$ cat src/rtl/muldiv_unit.sv
// Iterative 32-bit multiply/divide unit feeding the architectural HI/LO pair.
// MULT/MULTU use shift-add, DIV/DIVU use restoring division; both work on
// operand magnitudes and fix up the sign in the final state.
module muldiv_unit #(
   parameter int WIDTH = 32
) (
   input  logic             clk,
   input  logic             rst_n,
   input  logic             start,
   input  logic [1:0]       op,
   input  logic [WIDTH-1:0] src_a,
   input  logic [WIDTH-1:0] src_b,
   input  logic             mthi,
   input  logic             mtlo,
   input  logic [WIDTH-1:0] wdata,
   input  logic             rd_hi,
   output logic             busy,
   output logic             done,
   output logic [WIDTH-1:0] hilo_out
);

   localparam int CW = $clog2(WIDTH);
   localparam logic [CW-1:0] LAST = CW'(WIDTH - 1);

   typedef enum logic [1:0] {IDLE, RUN, FIN} state_t;

   state_t           state, state_nx;
   logic [CW-1:0]    cnt;
   logic             is_div;   // latched op[1]
   logic [WIDTH-1:0] a_q;      // multiplicand magnitude
   logic [WIDTH-1:0] b_q;      // divisor magnitude
   logic [WIDTH-1:0] a_raw;    // unmodified dividend, returned in HI on divide by zero
   logic             div0;
   logic             neg_q;    // product/quotient sign
   logic             neg_r;    // remainder sign
   logic [2*WIDTH-1:0] acc;    // multiply: {partial product, multiplier}; divide: low half = dividend/quotient
   logic [WIDTH:0]   rem;      // divide partial remainder
   logic [WIDTH-1:0] hi, lo;
   logic             done_q;

   // operand magnitudes for signed ops
   logic             sgn_a, sgn_b;
   logic [WIDTH-1:0] a_mag, b_mag;
   assign sgn_a = op[0] & src_a[WIDTH-1];
   assign sgn_b = op[0] & src_b[WIDTH-1];
   assign a_mag = sgn_a ? -src_a : src_a;
   assign b_mag = sgn_b ? -src_b : src_b;

   // one iteration of each algorithm
   logic [WIDTH:0]   mul_sum;
   logic [WIDTH:0]   div_shift, div_sub;
   logic             div_ge;
   assign mul_sum   = {1'b0, acc[2*WIDTH-1:WIDTH]} + (acc[0] ? {1'b0, a_q} : '0);
   assign div_shift = {rem[WIDTH-1:0], acc[WIDTH-1]};
   assign div_ge    = div_shift >= {1'b0, b_q};
   assign div_sub   = div_shift - {1'b0, b_q};

   // sign fix-up applied at commit
   logic [2*WIDTH-1:0] prod_fix;
   logic [WIDTH-1:0]   quo_fix, rem_fix;
   assign prod_fix = neg_q ? -acc : acc;
   assign quo_fix  = neg_q ? -acc[WIDTH-1:0] : acc[WIDTH-1:0];
   assign rem_fix  = neg_r ? -rem[WIDTH-1:0] : rem[WIDTH-1:0];

   // state register
   always_ff @(posedge clk or negedge rst_n) begin
      if (!rst_n) state <= IDLE;
      else        state <= state_nx;
   end

   // next-state decode and busy output
   always_comb begin
      state_nx = state;
      busy     = 1'b0;
      case (state)
         IDLE: if (start) state_nx = RUN;
         RUN: begin
            busy = 1'b1;
            if (cnt == LAST) state_nx = FIN;
         end
         FIN: begin
            busy     = 1'b1;
            state_nx = IDLE;
         end
         default: state_nx = IDLE;
      endcase
   end

   // datapath: operand latch, iteration, commit and MTHI/MTLO
   always_ff @(posedge clk or negedge rst_n) begin
      if (!rst_n) begin
         cnt    <= '0;
         is_div <= 1'b0;
         a_q    <= '0;
         b_q    <= '0;
         a_raw  <= '0;
         div0   <= 1'b0;
         neg_q  <= 1'b0;
         neg_r  <= 1'b0;
         acc    <= '0;
         rem    <= '0;
         hi     <= '0;
         lo     <= '0;
         done_q <= 1'b0;
      end else begin
         done_q <= (state == FIN);
         case (state)
            IDLE: begin
               if (start) begin
                  cnt    <= '0;
                  is_div <= op[1];
                  a_q    <= a_mag;
                  b_q    <= b_mag;
                  a_raw  <= src_a;
                  div0   <= op[1] & (src_b == '0);
                  neg_q  <= sgn_a ^ sgn_b;
                  neg_r  <= sgn_a;
                  rem    <= '0;
                  // multiply starts with the multiplier in the low half,
                  // divide starts with the dividend in the low half
                  acc    <= {{WIDTH{1'b0}}, op[1] ? a_mag : b_mag};
               end else begin
                  if (mthi) hi <= wdata;
                  if (mtlo) lo <= wdata;
               end
            end
            RUN: begin
               cnt <= cnt + 1'b1;
               if (is_div) begin
                  rem <= div_ge ? div_sub : div_shift;
                  acc <= {acc[2*WIDTH-1:WIDTH], acc[WIDTH-2:0], div_ge};
               end else begin
                  acc <= {mul_sum, acc[WIDTH-1:1]};
               end
            end
            FIN: begin
               if (div0) begin
                  hi <= a_raw;
                  lo <= '1;
               end else if (is_div) begin
                  hi <= rem_fix;
                  lo <= quo_fix;
               end else begin
                  hi <= prod_fix[2*WIDTH-1:WIDTH];
                  lo <= prod_fix[WIDTH-1:0];
               end
            end
            default: ;
         endcase
      end
   end

   assign done     = done_q;
   assign hilo_out = rd_hi ? hi : lo;

endmodule

$ cat config.mk
export PLATFORM = sky130hd
export DESIGN_NAME = muldiv_unit
export DESIGN_NICKNAME = d
export VERILOG_FILES = /design/src/rtl/muldiv_unit.sv
export SDC_FILE = /design/constraint.sdc
export NUM_CORES = 1
export LEC_CHECK = 0
export BUFFER_PORTS_ARGS = -buffer_cell sky130_fd_sc_hd__buf_2
export CAP_MARGIN = 20
export CELL_PAD_IN_SITES_DETAIL_PLACEMENT = 0
export CELL_PAD_IN_SITES_GLOBAL_PLACEMENT = 1
export CORE_MARGIN = 8
export CORE_UTILIZATION = 45
export CTS_BUF_LIST = sky130_fd_sc_hd__clkbuf_4
export DETAILED_ROUTE_END_ITERATION = 7
export PLACE_DENSITY = 0.88
export SLEW_MARGIN = 15
export SYNTH_ARGS = -nofsm -noshare
export SYNTH_HDL_FRONTEND = slang
export SYNTH_SLANG_ARGS = --single-unit
$ cat constraint.sdc
create_clock -name clk -period 5.75 [get_ports clk]
set_input_delay 0.8625 -clock clk [delete_from_list [all_inputs] [get_ports clk]]
set_output_delay 0.8625 -clock clk [all_outputs]
set_load 0.1 [all_outputs]
==> results by group <==
Critical path
  • CP max stage cell: dfrtp_1
  • Worst r2r src: acc[0]
  • Crit. Startpoint: acc[0]
  • WS Path Type: reg -> reg
  • Critical path arrival: 4.69 ns
  • WP buf/inv: 3
  • CP max FO: 33
  • CP delay by family, top: compound AO/OA/AOI/OAI gates
  • Slowest cell delay on critical path: 0.45 ns
  • Startpoint class of the critical path: flop
  • WP data required: 6.45 ns
  • Crit path cell chain: buf_4, and2_1, ha_1, inv_1, fa_1, nand2b_1, a21oi_1, or4_1, nand2_1, o311a_1, o31ai_1, buf_4, a221o_1, a41oi_1, xor2_1, o21ai_0
  • Setup crit end kind: flop
  • Critical path's most frequent cell: buf_4

Drt
  • DRC Markers: 0
  • DRT antenna net count: 0
  • Vias post-DR: 18100
  • Routed wire length: 68800 um
  • DRT Pass-1 Iters: 5
  • Vias per cell: 6.16
  • Initial DRC count: 1859
  • Wirelength per Cell: 23.4 um

Timing
  • Worst clock skew: 0.0742 ns
  • Final Max Slew Viols: 0
  • Rel. slew slack: 28.1%
  • Final worst path period need: 3.99 ns
  • Setup_tns: 0 ns
  • Final worst path period share: 69.4%
  • Fin Hold WS: 0.339 ns
  • RSZ-0062 raised after global routing: false
  • Number of setup violations in the final report: 0
  • Peak Freq: 250 MHz
  • Final-report hold violation count: 0
  • Least-Margin Pin Slew: 1.07 ns

Clock network
  • H-tree Lvls: 3
  • TritonCTS clock tree: done
  • Clk Latency, worst-skew pair: 0.82 ns
  • Post-CTS Setup Repair Bufs: 0
  • Reg clk slew, reported paths: 0.06 ns
  • Maximum clock path buffer count: 3
  • Clk sinks: 267
  • CTS root buf: clkbuf_4
  • CTS buffer count: 81

Synthesis
  • Count leader, synth: nand2_1
  • Cell type with the highest aggregate area in the netlist: dfrtp_1
  • Syn avg cell area: 8.49 um2
  • Post-Synthesis Cells: 2226
  • Share of the synthesized area in the top cell type: 35.4%
  • Seq/Total Area, Yosys: 35.4%
  • Mapped cell area: 0.0189 mm2
  • Post-synthesis async set-or-reset flop share: 100%
  • Number of synthesis warnings: 0
  • Number of synthesized flops with an enable pin: 0
  • #FFs+latches synth: 267
  • Most frequent cells after synthesis: nand2_1 (315), dfrtp_1 (267), o21ai_0 (258)
  • Post-Syn Nets: 2405
  • Distinct cells, synth: 74
  • Top post-synthesis cells by area: dfrtp_1 (35%), o21ai_0 (6.8%), nand2_1 (6.3%), xnor2_1 (5.1%), ha_1 (4.8%)
  • Ys flop type: dfrtp_1

Floorplanning
  • Chip Width: 221 um
  • Die area: 0.0488 mm2
  • Core area: 0.0417 mm2
  • Initial core utilization: 45.3%
  • IO Pins: 138
  • Die Y-Extent: 221 um
  • Row count: 75

Power
  • Sequential Power Share: 27.5%
  • Pleak: 9.31 nW
  • Design Power: 13.6 mW
  • Worst vdd rail ir drop: 0.428 mV
  • Sw Share: 52.2%
  • Clock Power Share: 14.2%
  • Internal Power: 6.49 mW
  • Pwr Density: 645 mW/mm2
  • NetSw: 7.09 mW
  • Comb power frac: 58.3%

Placed design
  • DP HPWL: 52100 um
  • Routability cong.: 0.982
  • Number of port buffers: 137

Run
  • Max-cap violations: 0

Global route
  • Total GRT Usage: 27.4%
  • Vias in the first global route: 17300
  • Pin count of the biggest net entering global routing: 130
  • Wire length of the first global-routing pass: 105000 um
  • Grt total ovfl: 0
  • Initial antenna violation count: 4

Status
  • Status: finished clean

Hold path
  • Hold/Removal Path Class: in -> reg
  • Worst hold start: src_a[5]

Cells and area
  • Final-stage net count: 2518
  • Share of cells above drive strength 1: 16.4%
  • Area grow syn2layout: 11.5%
==> metrics by stage <==
stage	instances	instance area (um2)	setup WS [ns]	utilization, %
3_5_place_dp	2794	20000	1.82	48.0
2_1_floorplan	2226	18900	2.35	-
5_1_grt	2936	21100	1.53	50.5
4_1_cts	2934	21000	1.80	50.5
3_3_place_gp	2794	20000	1.96	48.0
6_report	2937	21100	1.76	50.5
==> area by class of cell <==
type / instances / area [um2]
repair buffers: 164 / 913
fillers: 4037 / 20600
diodes: 3 / 7.51
well taps: 539 / 674
flip-flops and latches: 267 / 6680
clock buffers: 119 / 893
inverters: 67 / 251
multi-input cells: 1758 / 11500
clock inverters: 20 / 135
==> state kept, by name, summed over array words and instances (netlist names) <==
signal / count
lo: 32
state: 2
rem: 32
cnt: 5
done: 1
a_raw: 31
is_div: 1
neg_q: 1
a_q: 32
neg_r: 1
hi: 32
div0: 1
b_q: 32
acc: 64
==> final timing paths <==
kind	end	slack, ns	depth (start not counted)
min in group asynchronous	a_raw[9]	0.65	2
min	a_raw[5]	0.34	2
min reg2reg	a_q[12]	0.47	2
max	acc[61]	1.76	16
max reg2reg	acc[61]	1.76	16
max in group asynchronous	is_div	3.73	3
==> power groups by stage <==
stage | registers [mW] | clock network [mW] | logic, mW
2_1_floorplan | 3.17 | 0 | 6.06
6_report | 3.74 | 1.92 | 7.92
3_5_place_dp | 3.71 | 0 | 7.77
5_1_grt | 3.81 | 2.06 | 8.54
3_3_place_gp | 3.67 | 0 | 7.69
4_1_cts | 3.67 | 1.96 | 7.81
==> kinds of logic after synthesis <==
group                    Yosys count  synth area share [%]
AO/OA/AOI/OAI                    700                  22.9
AND/OR/NAND/NOR                  653                  16.0
flip-flops                       267                  35.4
XOR/XNOR                         203                  9.41
multiplexers                     127                  7.23
adder cells (fa/ha/maj)           75                  5.05
buffers and inverters            201                  4.09
==> metal layers <==
metal / track usage [%] / vias to the layer above / share of wire, %
li1: - / 8301 / -
met1: 37.7 / 8731 / 43
met2: 39.6 / 898 / 42
met3: 7.17 / 158 / 10
met4: 13.1 / 2 / 4.8
met5: 0 / - / 0.019
==> repair_timing <==
item / CTS / global route
resized for setup: 0 / 0
hold buffers: 1 / 0
endpoints found under the hold margin: 1 / 0
==> cells in the final DEF (no fill, tap or decap), types with 75 or more instances in the layout <==
master | synthesis | routed
nor2_1 | 119 | 119
dfrtp_1 | 267 | 265
o21ai_0 | 258 | 258
buf_2 | 4 | 136
nand2_1 | 315 | 314
xnor2_1 | 111 | 111
xor2_1 | 92 | 92
clkbuf_4 | 0 | 119
a21oi_1 | 137 | 136
mux2_2 | 75 | 75
==> worst register-to-register path, stage by stage (launching register included) <==
cell and delay [ns]:
dfrtp_1 0.45, buf_4 0.36, and2_1 0.19, ha_1 0.19
inv_1 0.07, fa_1 0.38, nand2b_1 0.19, a21oi_1 0.24
or4_1 0.20, nand2_1 0.10, o311a_1 0.42, o31ai_1 0.29
buf_4 0.20, a221o_1 0.17, a41oi_1 0.14, xor2_1 0.17
o21ai_0 0.14
Note: power is estimated with default switching activity, not from simulation.
